`config.mk`:
```
export PLATFORM = sky130hd
export DESIGN_NAME = sort_scheduler_flat
export DESIGN_NICKNAME = d
export VERILOG_FILES = /design/src/rtl/sort_scheduler_pkg.sv /design/src/rtl/sort_scheduler_if.sv /design/src/rtl/sort_scheduler_comparator.sv /design/src/rtl/sort_scheduler.sv /design/src/flat_wrapper.sv
export SDC_FILE = /design/constraint.sdc
export NUM_CORES = 1
export LEC_CHECK = 0
export ABC_CLOCK_PERIOD_IN_PS = 9800
export CELL_PAD_IN_SITES_DETAIL_PLACEMENT = 1
export CELL_PAD_IN_SITES_GLOBAL_PLACEMENT = 1
export CORE_MARGIN = 2
export CORE_UTILIZATION = 35
export DETAILED_ROUTE_END_ITERATION = 7
export GPL_TIMING_DRIVEN = 0
export MAX_ROUTING_LAYER = met4
export PLACE_DENSITY = 0.66
export SLEW_MARGIN = 20
export SYNTH_ARGS = -nofsm -noshare
export SYNTH_HDL_FRONTEND = slang
export SYNTH_HIERARCHICAL = 1
export SYNTH_SLANG_ARGS = --single-unit
```
`constraint.sdc`:
```
create_clock -name clk -period 9.8 [get_ports clk]
set_input_delay 1.96 -clock clk [delete_from_list [all_inputs] [get_ports clk]]
set_output_delay 1.96 -clock clk [all_outputs]
set_load 0.005 [all_outputs]
```
`src/rtl/sort_scheduler_pkg.sv`:
```
// Shared types and defaults for the sort_scheduler block.
// The FSM state encoding is fixed so waveforms read the same across builds.
package sort_scheduler_pkg;

  typedef enum logic [1:0] {
    LOAD  = 2'd0,
    SORT  = 2'd1,
    DRAIN = 2'd2
  } state_t;

  localparam int DEFAULT_WIDTH = 4;
  localparam int DEFAULT_DEPTH = 8;

endpackage

```
`src/rtl/sort_scheduler_if.sv`:
```
// Operand-in / result-out valid/ready streams for sort_scheduler.
// master = producer+consumer side, slave = the scheduler.
interface sort_scheduler_if
  import sort_scheduler_pkg::*;
#(
  parameter int WIDTH = DEFAULT_WIDTH
);

  logic             in_valid;
  logic             in_ready;
  logic [WIDTH-1:0] in_data;
  logic             out_valid;
  logic             out_ready;
  logic [WIDTH-1:0] out_data;

  modport master (
    output in_valid, in_data, out_ready,
    input  in_ready, out_valid, out_data
  );

  modport slave (
    input  in_valid, in_data, out_ready,
    output in_ready, out_valid, out_data
  );

endinterface

```
`src/rtl/sort_scheduler_comparator.sv`:
```
// Existing combinational magnitude comparator shared by the sort sequencer.
// Exactly one of Greater/Equal/Less is high for any A/B pair.
module Comparator
  import sort_scheduler_pkg::*;
#(
  parameter int WIDTH = DEFAULT_WIDTH
) (
  output logic             Greater,
  output logic             Equal,
  output logic             Less,
  input  logic [WIDTH-1:0] A,
  input  logic [WIDTH-1:0] B
);

  assign Greater = (A > B);
  assign Equal   = (A == B);
  assign Less    = (A < B);

endmodule

```
`src/rtl/sort_scheduler.sv`:
```
// In-place bubble sort of a small operand buffer using one shared Comparator.
// Define SORT_SCHEDULER_DESCEND_EN to swap on Less (descending, still stable).
module sort_scheduler
  import sort_scheduler_pkg::*;
#(
  parameter int WIDTH = DEFAULT_WIDTH,
  parameter int DEPTH = DEFAULT_DEPTH,
  parameter int CW    = $clog2(DEPTH + 1)
) (
  input  logic          clk,
  input  logic          rst_n,
  sort_scheduler_if.slave bus,
  input  logic          start,
  output logic          busy,
  output logic          done,
  output logic [CW-1:0] count
);

  localparam int IW = (DEPTH > 1) ? $clog2(DEPTH) : 1;

  state_t           state_reg, state_next;
  logic [CW-1:0]    count_reg, count_next;
  logic [IW-1:0]    idx_reg, idx_next;
  logic [IW-1:0]    last_reg, last_next;
  logic             swapped_reg, swapped_next;
  logic             done_reg, done_next;

  logic [WIDTH-1:0] buf_mem [DEPTH];
  logic [WIDTH-1:0] cmp_a, cmp_b;
  logic             gt, eq, lt;
  logic             do_swap, in_fire, out_fire;
  logic [IW-1:0]    idx_p1;
  logic [CW-1:0]    count_eff;

  assign idx_p1    = idx_reg + IW'(1);
  assign cmp_a     = buf_mem[idx_reg];
  assign cmp_b     = buf_mem[idx_p1];

  Comparator #(.WIDTH(WIDTH)) u_cmp (
    .Greater (gt),
    .Equal   (eq),
    .Less    (lt),
    .A       (cmp_a),
    .B       (cmp_b)
  );

  // Only a clean one-hot comparator verdict may trigger a swap.
`ifdef SORT_SCHEDULER_DESCEND_EN
  assign do_swap = (state_reg == SORT) && lt && !eq && !gt;
`else
  assign do_swap = (state_reg == SORT) && gt && !eq && !lt;
`endif

  assign bus.in_ready  = (state_reg == LOAD) && (count_reg != CW'(DEPTH));
  assign in_fire       = bus.in_valid && bus.in_ready;
  assign bus.out_valid = (state_reg == DRAIN);
  assign bus.out_data  = (state_reg == DRAIN) ? buf_mem[idx_reg] : '0;
  assign out_fire      = bus.out_valid && bus.out_ready;
  assign count_eff     = count_reg + CW'(in_fire);

  assign busy  = (state_reg != LOAD);
  assign done  = done_reg;
  assign count = count_reg;

  always_comb begin
    state_next   = state_reg;
    count_next   = count_reg;
    idx_next     = idx_reg;
    last_next    = last_reg;
    swapped_next = swapped_reg;
    done_next    = 1'b0;
    case (state_reg)
      LOAD: begin
        count_next = count_eff;
        if (start) begin
          if (count_eff == '0) begin
            done_next = 1'b1;
          end else if (count_eff == CW'(1)) begin
            state_next = DRAIN;
            idx_next   = '0;
          end else begin
            state_next   = SORT;
            idx_next     = '0;
            swapped_next = 1'b0;
            last_next    = IW'(count_eff - CW'(2));
          end
        end
      end
      SORT: begin
        // The swap made on the last pair still counts toward this pass.
        if (idx_reg != last_reg) begin
          idx_next     = idx_p1;
          swapped_next = swapped_reg | do_swap;
        end else if (!(swapped_reg | do_swap) || (last_reg == '0)) begin
          state_next = DRAIN;
          idx_next   = '0;
        end else begin
          last_next    = last_reg - IW'(1);
          idx_next     = '0;
          swapped_next = 1'b0;
        end
      end
      DRAIN: begin
        if (out_fire) begin
          if (idx_reg == IW'(count_reg - CW'(1))) begin
            state_next = LOAD;
            count_next = '0;
            idx_next   = '0;
            done_next  = 1'b1;
          end else begin
            idx_next = idx_p1;
          end
        end
      end
      default: state_next = LOAD;
    endcase
  end

  always_ff @(posedge clk) begin
    if (!rst_n) begin
      state_reg   <= LOAD;
      count_reg   <= '0;
      idx_reg     <= '0;
      last_reg    <= '0;
      swapped_reg <= 1'b0;
      done_reg    <= 1'b0;
    end else begin
      state_reg   <= state_next;
      count_reg   <= count_next;
      idx_reg     <= idx_next;
      last_reg    <= last_next;
      swapped_reg <= swapped_next;
      done_reg    <= done_next;
    end
  end

  // Each entry is written by a load or by either side of a swap; contents need no reset.
  for (genvar gi = 0; gi < DEPTH; gi++) begin : g_entry
    always_ff @(posedge clk) begin
      if (in_fire && (count_reg[IW-1:0] == IW'(gi))) begin
        buf_mem[gi] <= bus.in_data;
      end else if (do_swap && (idx_reg == IW'(gi))) begin
        buf_mem[gi] <= cmp_b;
      end else if (do_swap && (idx_p1 == IW'(gi))) begin
        buf_mem[gi] <= cmp_a;
      end
    end
  end

endmodule

```
`src/flat_wrapper.sv`:
```
// flat-port wrapper written by rule: the top's interface ports become plain ports
module sort_scheduler_flat import sort_scheduler_pkg::*;
#(
  parameter int WIDTH = DEFAULT_WIDTH,
  parameter int DEPTH = DEFAULT_DEPTH,
  parameter int CW    = $clog2(DEPTH + 1)
)
  (clk, rst_n, start, busy, done, count, bus_in_valid, bus_in_data, bus_out_ready, bus_in_ready, bus_out_valid, bus_out_data);
  sort_scheduler_if #(.WIDTH(WIDTH)) bus_i ();
  input  logic clk;
  input  logic rst_n;
  input  logic start;
  output logic busy;
  output logic done;
  output logic [CW-1:0] count;
  input wire logic [$bits(bus_i.in_valid)-1:0] bus_in_valid;
  input wire logic [$bits(bus_i.in_data)-1:0] bus_in_data;
  input wire logic [$bits(bus_i.out_ready)-1:0] bus_out_ready;
  output wire logic [$bits(bus_i.in_ready)-1:0] bus_in_ready;
  output wire logic [$bits(bus_i.out_valid)-1:0] bus_out_valid;
  output wire logic [$bits(bus_i.out_data)-1:0] bus_out_data;
  assign bus_i.in_valid = bus_in_valid;
  assign bus_i.in_data = bus_in_data;
  assign bus_i.out_ready = bus_out_ready;
  assign bus_in_ready = bus_i.in_ready;
  assign bus_out_valid = bus_i.out_valid;
  assign bus_out_data = bus_i.out_data;
  sort_scheduler #(.WIDTH(WIDTH), .DEPTH(DEPTH), .CW(CW)) u_core (.clk(clk), .rst_n(rst_n), .bus(bus_i), .start(start), .busy(busy), .done(done), .count(count));
endmodule
```
# Word-level counts from Yosys, hierarchy flattened
# Memory sizes are Yosys's and may differ from the RTL's. A register that Yosys moved wholly into a read port is not among the register bits.
# Index checks and enable logic that the tools add are counted.
# word_totals
register_bits	14
ramBits	32
input_bits	9
output_inout_bits	12
word_cells	266
n_memories	1
# memory_table
memory	words	width	rd	rd_clocked_by_memory_dff	write_ports	line_no	rtl
u_core.buf_mem	8	4	2	1	2	sort_scheduler.sv:28	logic [WIDTH-1:0] buf_mem [DEPTH];
# classes
add_sub_neg	5
magnitude_cmp	2
n_eq_ne	37
n_mux	143
bitwise_logic	17
reduce_logical	55
# op_table
cell	n
$mux W4	25
$mux W1	87
$mux W3	18
$eq A3 B3 Y1 const B	12
$logic_and A1 B1 Y1	30
$reduce_or A4 Y1	6
$eq A3 B2 Y1 const B	6
$or A1 B1 Y1	17
$ne A2 B2 Y1 const B	8
$mux W2	7
$logic_not A3 Y1	4
$reduce_and A6 Y1	2
$eq A3 B1 Y1 const B	3
$pmux W3 S3	1
$pmux W4 S2	1
$pmux W2 S3	1
$pmux W3 S2	1
$reduce_bool A2 Y1	3
$sub A3 B1 Y3 const B	2
$reduce_and A5 Y1	1
$add A4 B1 Y4	1
$eq A4 B1 Y1 const B	1
$eq A4 B4 Y1	1
$gt A4 B4 Y1	1
17 further kinds	20

# Longest topological paths before layout
# Gate-level depths: netlist of run 1.
# An unclocked memory read counts as a cell.
# depth
ltp_word	16
depth_mapped	18

# By module
# Netlist of run 1, hierarchy kept.
# modules_own_cells
module	instances	cells_per_inst	area_per_inst_um2	seq_area_each_um2
sort_scheduler	1	383	3721.1	1301.2
Comparator	1	16	128.9	0.0

# Least setup slack after synthesis of run 1
# No wires, ideal clock.
# synth_timing
path_type	input -> register
start	in bus_in_valid
end	reg u_core.last_reg[1]
setup_ns	0.072
arrival_ns	3.975
slack_ns	5.753
cell_stages	10
path_cell_list	and2_1 buf_2 and2_4 ha_1 ha_1 and2_1 a21o_1 a211oi_1 a2bb2oi_1 mux2i_1
# synth_between
elab_chain_cells	7
word_cells_on_any_way	12
cone_classes	add/sub: 2; eq/ne: 3; mux: 4; reduce/logical: 3
# synth_rtl
item	line_no	rtl
from (decl)	flat_wrapper.sv:16	input wire logic [$bits(bus_i.in_valid)-1:0] bus_in_valid;
$logic_and A1 B1 Y1 *	sort_scheduler.sv:55	assign in_fire = bus.in_valid && bus.in_ready;
$add A4 B1 Y4 *	sort_scheduler.sv:59	assign count_eff = count_reg + CW'(in_fire);
$sub A3 B2 Y3	sort_scheduler.sv:85	last_next = IW'(count_eff - CW'(2));
$mux W3	sort_scheduler.sv:78	end else if (count_eff == CW'(1)) begin
$mux W3	sort_scheduler.sv:76	if (count_eff == '0) begin
$mux W3	sort_scheduler.sv:75	if (start) begin
$pmux W3 S2	sort_scheduler.sv:72	case (state_reg)
to (signal assigned)	sort_scheduler.sv:131	last_reg <= last_next;
to (decl)	sort_scheduler.sv:24	logic [IW-1:0] last_reg, last_next;
# Every way passes the cells marked *; elsewhere a longest branch is shown, timed or not. The select of a mux whose other input is x is not followed.
# A chain may end at the register's enable or synchronous reset.

==> results of run 1 <==
==> final cells by class <==
| class | count | area, um^2 |
|---|---|---|
| timing repair buffer | 19 | 190 |
| tap | 140 | 175 |
| multi-input combinational | 308 | 2360 |
| clock inverter | 2 | 13.8 |
| inverter | 27 | 101 |
| buffer | 15 | 82.6 |
| sequential | 49 | 1300 |
| clock buffer | 6 | 72.6 |
| fill | 1260 | 6490 |
==> metal layers <==
layer,part of all wire,vias to the layer above,track usage
li1,-,1553,-
met1,0.44,1627,0.255
met2,0.51,82,0.377
met3,0.034,18,0.0251
met4,0.018,0,0.0788
met5,0,-,-
==> cells in the final DEF, fill, tap and decap left out, types with 6 or more instances in the layout <==
master           synthesis  routed
inv_1                   21      21
o22ai_1                 24      24
clkbuf_1                 6       7
mux2i_1                 15      15
nor2_1                  33      33
edfxtp_1                32      32
nand2_1                 36      36
nand3_1                 17      17
clkdlybuf4s50_1          0      19
ha_1                    24      24
a21oi_1                 11      11
and3_1                   7       7
buf_2                    6       6
o21ai_0                 36      36
nor2b_1                  7       7
dfxtp_1                 17      17
mux4_1                   6       6
mux4_2                  10      10
==> cell families (layout without fill, tap and decap cells) <==
logic type | Yosys count | in the layout | synth area share
AND/OR/NAND/NOR | 136 | 136 | 0.182
XOR/XNOR | 8 | 8 | 0.0202
AO/OA/AOI/OAI | 105 | 105 | 0.179
multiplexers | 35 | 35 | 0.155
flip-flops | 49 | 49 | 0.338
buffers and inverters | 42 | 69 | 0.0478
adder cells (fa/ha/maj) | 24 | 24 | 0.0780
==> through the flow <==
stage	hold WS, ns	setup WS, ns
floorplan	0.452	5.75
global placement	0.476	4.95
detailed placement	0.499	4.93
CTS	0.514	4.91
global route	0.534	4.58
finish	0.505	4.89
==> report_power, final <==
group	internal (mW)	total [mW]	switching (mW)	leakage (nW)
clock	0.0509	0.126	0.0755	0.0417
combinational	0.151	0.358	0.207	1.09
sequential	0.243	0.262	0.0188	0.428
total	0.445	0.746	0.301	1.56
==> worst min path at each step <==
stage,slack (ns),cells after the start,endpoint
6_report,0.50,2,u_core/last_reg[1]$_SDFFE_PN0P_
5_1_grt,0.53,2,u_core/last_reg[2]$_SDFFE_PN0P_
4_1_cts,0.51,2,u_core/last_reg[1]$_SDFFE_PN0P_
3_5_place_dp,0.50,2,u_core/last_reg[1]$_SDFFE_PN0P_
3_3_place_gp,0.48,2,u_core/state_reg[0]$_SDFFE_PN0P_
2_1_floorplan,0.45,2,u_core/state_reg[0]$_SDFFE_PN0P_
==> worst max-delay path: cells and delay by family (launching register included) <==
family / cells / cell delay (ns)
DFF: 1 / 0.53
and+or+nand+nor: 7 / 1.71
buffers and inverters: 4 / 0.87
adders and majority gates: 2 / 0.63
AOI/OAI and AO/OA: 3 / 0.35
muxes: 1 / 0.52
==> reports/qor.csv, run 1 <==
metric;value;unit
num_rows;38;
r2r_cells;17;
drtIter0Drc;141;
endpoint_kind;register;
post_drt_wl_per_cell;20.9;um
fmax;204;MHz
yosysSeqAreaShare;0.338;
port_buffers;19;
cp.arrival;4.95;ns
fin_crit;4.91;ns
synth_cells;399;
synth_seq_cells;49;
rr_startpoint;u_core/idx_reg[0]$_SDFFE_PN0N_;
hpwl;9180;um
hold_violations;0;
ir_worst_vdd;92.5;uV
cts_resized;0;
powerDensity;173;mW/mm^2
rrSetupSlack;4.89;ns
synth_fp_nets;432;
core;0.0108;mm^2
via_per_inst;5.80;
startpoint_type;register;
stdcell_count;566;
die-width;109;um
ant_nets;0;
rsz0062_at_grt;false;
io-pin-count;21;
final_core_util;0.399;
yosys_warnings;6;
cts_hold_buf;0;
cts_tree;yes;
period_share;0.501;
clock_sinks;49;
crit_slowest_cell;dfxtp_1;
outcome;complete, no violations;
path_cells;buf_6 > inv_1 > ha_1 > buf_4 > mux4_2 > nand2_1 > nand2_1 > ha_1 > nor2b_4 > o21bai_4 > and2_1 > nand4bb_1 > clkbuf_1 > nor2_1 > nand4b_1 > o21ai_0 > o22ai_1;
endpoint;u_core/buf_mem[1][2]$_DFFE_PP_;
setup_viol;0;
dp_cells;558;
synth.top_cell.area_share;0.250;
nets;458;
fin_setup_tns;0;ns
synth_ff_type;edfxtp_1;
p_leak;1.56;nW
synth.area.top_cells;edfxtp_1 (25%), dfxtp_1 (8.8%), ha_1 (7.8%);
cts_buffer_depth;2;
clk_pin_slew;0.10;ns
r2r_end;u_core/buf_mem[1][2]$_DFFE_PP_;
skew;0.00913;ns
grt_pass1_wl;18800;um
antenna_found_initial;0;
wl;11800;um
yosys.area.top_type;edfxtp_1;
cts_root_buf;clkbuf_8;
num_antenna_cells;0;
gp_congestion;0.885;
power;0.746;mW
drt_first_pass_iters;4;
synthDistinctLibCells;62;
startpoint;u_core/idx_reg[0]$_SDFFE_PN0N_;
crit_type;reg2reg;
hold_path.startpoint;u_core/last_reg[1]$_SDFFE_PN0P_;
dpl_cell_area;0.00422;mm^2
grt_pass1_vias;3540;
route.vias.total;3280;
grt_overflow;0;
post_cts_buffers;0;
maxCapViolations;0;
tightest_slew;0.756;ns
start_util;0.357;
drc;0;
avgSynthCellArea;9.65;um^2
dieArea;0.0119;mm^2
netlist_area;0.00385;mm^2
largest_register_ffs;32;
cts_made_buffers;5;
crit_required;9.85;ns
maxSlewHeadroom;0.491;
drv_slew;0;
cpPeakStageDelay;0.53;ns
grt_usage;0.216;
netlist_top_cells_count;nand2_1 (36), o21ai_0 (36), nor2_1 (33), edfxtp_1 (32);
path_max_fanout;10;
die_y;109;um
clk_latency;0.31;ns
grt_max_degree;16;
synth_edf_count;32;
area_growth;11.7;%
drive_gt1_frac;0.113;
final_cell_area;0.00430;mm^2
ys_async_sr_fraction;0;
htree_levels;2;
worst_hold_path_type;reg2reg;
Note: power is estimated with default switching activity, not from simulation.
==> run 2, diff against run 1 <==
--- a/config.mk
+++ b/config.mk
@@ -5,7 +5,7 @@
 export SDC_FILE = /design/constraint.sdc
 export NUM_CORES = 1
 export LEC_CHECK = 0
-export ABC_CLOCK_PERIOD_IN_PS = 9800
+export ABC_CLOCK_PERIOD_IN_PS = 4000
 export CELL_PAD_IN_SITES_DETAIL_PLACEMENT = 1
 export CELL_PAD_IN_SITES_GLOBAL_PLACEMENT = 1
 export CORE_MARGIN = 2
@@ -13,7 +13,7 @@
 export DETAILED_ROUTE_END_ITERATION = 7
 export GPL_TIMING_DRIVEN = 0
 export MAX_ROUTING_LAYER = met4
-export PLACE_DENSITY = 0.66
+export PLACE_DENSITY = 0.69
 export SLEW_MARGIN = 20
 export SYNTH_ARGS = -nofsm -noshare
 export SYNTH_HDL_FRONTEND = slang
==> constraint.sdc (replaced) <==
create_clock -name clk -period 4 [get_ports clk]
set_input_delay 0.8 -clock clk [delete_from_list [all_inputs] [get_ports clk]]
set_output_delay 0.8 -clock clk [all_outputs]
set_load 0.005 [all_outputs]
==> reports/qor.csv, run 2 (synthesis results as in run 1) <==
metric;value;unit;change
grt_usage;0.223;;+0.00736
gp_congestion;0.889;;+0.49%
cpPeakStageDelay;0.52;ns;about the same
grt_pass1_wl;19300;um;+2.6%
groute.layer.met3.usage;0.0275;;+0.00239
post_drt_wl_per_cell;21.5;um;+2.9%
final_cell_area;0.00463;mm^2;+7.6%
internal_power;1.20;mW;+170%
cts_made_buffers;5;;unchanged
layout_common_cells;nor2_1 (32), edfxtp_1 (32), o21ai_0 (29);;
fin_hold_ws;0.505;ns;+0.00000100 ns
path_cells;buf_12 > clkinvlp_4 > ha_4 > buf_8 > mux4_2 > nand2_2 > nand2_4 > inv_1 > ha_1 > nand2_1 > nor2_1 > a21oi_2 > nand4bb_4 > buf_8 > nor3b_1 > o21ai_0 > o22ai_1;;
largest_register_ffs;32;;unchanged
via_per_inst;5.94;;+2.5%
power.share.combinational;0.486;;+0.006
route.vias.total;3445;;+5.0%
crit_type;reg2reg;;
busiest_layer;met2;;
final_core_util;0.429;;+0.0301
io-pin-count;21;;unchanged
start_util;0.357;;unchanged
htree_levels;2;;unchanged
antenna_found_initial;0;;unchanged
p_seq_frac;0.325;;-0.026
multiInputGateArea;0.00249;mm^2;+5.3%
power_frac_clock;0.189;;+0.020
drt_first_pass_iters;7;;+3
hpwl;9410;um;+2.5%
seqCellArea;0.00131;mm^2;+0.38%
met1_usage;0.262;;+0.00737
grtUsageMet2;0.398;;+0.0209
ant_nets;0;;unchanged
dieArea;0.0119;mm^2;unchanged
stdcell_count;580;;+2.5%
path_buf_inv;5;;+1
maxSlewHeadroom;0.475;;-0.0162
cpLargestDelayFamily;simple AND/OR/NAND/NOR gates;;
die-width;109;um;unchanged
num_rows;38;;unchanged
setup_viol;0;;unchanged
grt_pass1_vias;3587;;+1.3%
drv_slew;0;;unchanged
clk_pin_slew;0.11;ns;about the same
endpoint_kind;register;;
period_share;0.961;;+0.461
cts_tree;yes;;
p_leak;1.68;nW;+7.6%
fin_setup_tns;0;ns;unchanged
crit_slowest_cell;mux4_2;;
tightest_slew;0.783;ns;+0.0276 ns
grt_max_degree;16;;unchanged
core;0.0108;mm^2;unchanged
ir_worst_vdd;244;uV;+160%
nets;472;;+3.1%
powerDensity;426;mW/mm^2;+150%
fin_crit;3.85;ns;-1.06 ns
skew;0.0138;ns;+0.00462 ns
drc;0;;unchanged
worst_hold_path_type;reg2reg;;
grt_overflow;0;;unchanged
drtIter0Drc;231;;+64%
netSwitchingPower;0.773;mW;+160%
maxCapViolations;0;;unchanged
cts_root_buf;clkbuf_8;;
startpoint_type;register;;
num_antenna_cells;0;;unchanged
worst_path_most_repeated_cell;buf_8;;
area_growth;20.2;%;
switching_share;0.392;;-0.0112
outcome;complete, no violations;;
dp_cells;558;;unchanged
cp.arrival;4.00;ns;-0.95 ns
die_y;109;um;unchanged
wl;12400;um;+5.4%
num-fill-cells;1216;;-3.5%
dpl_cell_area;0.00422;mm^2;unchanged
clk_latency;0.31;ns;about the same
clock_sinks;49;;unchanged
path_max_fanout;9;;-1
drive_gt1_frac;0.189;;+0.0760
crit_required;4.16;ns;-5.69 ns
cts_buffer_depth;2;;unchanged
fmax;260;MHz;+28%
cts_hold_buf;0;;unchanged
hold_violations;0;;unchanged
port_buffers;19;;unchanged
## run 2: cell count changes in the layout (fill, tap and decap cells not counted), sizes merged
| cell | previous run | this run |
|---|---|---|
| buf | 9 | 23 |
| bufinv | 0 | 1 |
| inv | 27 | 26 |
## run 2: power groups by stage
stage,combinational (mW),clock (mW),sequential [mW]
6_report,0.958,0.373,0.641
5_1_grt,1.04,0.400,0.647
4_1_cts,0.921,0.380,0.642
3_5_place_dp,0.877,0,0.654
3_3_place_gp,0.850,0,0.648
2_1_floorplan,0.610,0,0.637
## run 2: cell type report
cell class	count	area share
Tap cell	140	0.0379
Inverter	27	0.0233
Buffer	15	0.0268
Clock buffer	6	0.0157
Clock inverter	2	0.00838
Sequential cell	49	0.282
Timing Repair Buffer	33	0.0676
Multi-Input combinational cell	308	0.538
## run 2: repair_timing
item | CTS | global route
setup buffers | 4 | 9
gates resized for setup | 30 | 22
endpoints found under the setup margin | 70 | 64
pin swaps | 4 | 7
cloned | 0 | 1
## run 2: worst reg2reg max path: stages, from the launching register on
cell and delay, ns:
dfxtp_4 0.39, buf_12 0.11, clkinvlp_4 0.12, ha_4 0.33, buf_8 0.14, mux4_2 0.53, nand2_2 0.11, nand2_4 0.12
inv_1 0.09, ha_1 0.22, nand2_1 0.09, nor2_1 0.09, a21oi_2 0.21, nand4bb_4 0.20, buf_8 0.19, nor3b_1 0.46
o21ai_0 0.16, o22ai_1 0.16
## run 2: layer usage
layer  vias up  wire length, um
met4         0              184
met1      1772             5470
li1       1582                -
met2        75             6420
met5         -                0
met3        16              377
## run 2: path summary, 6_finish.rpt
kind | from | to | slack, ns | cells past startpoint
worst max-delay path | u_core/idx_reg[0]$_SDFFE_PN0N_ | u_core/buf_mem[6][0]$_DFFE_PP_ | 0.15 | 17
worst min-delay path | u_core/state_reg[0]$_SDFFE_PN0P_ | u_core/state_reg[0]$_SDFFE_PN0P_ | 0.50 | 2
worst max register to register | u_core/idx_reg[0]$_SDFFE_PN0N_ | u_core/buf_mem[6][0]$_DFFE_PP_ | 0.15 | 17
worst min register to register | u_core/state_reg[0]$_SDFFE_PN0P_ | u_core/state_reg[0]$_SDFFE_PN0P_ | 0.50 | 2
## run 2: per-stage QoR
step | setup WS, ns | total power, mW
final | 0.154 | 1.97
after global routing | -0.0169 | 2.08
after CTS | 0.00394 | 1.94
after detailed placement | -0.932 | 1.53
after global placement | -0.731 | 1.50
after floorplan | 0.185 | 1.25
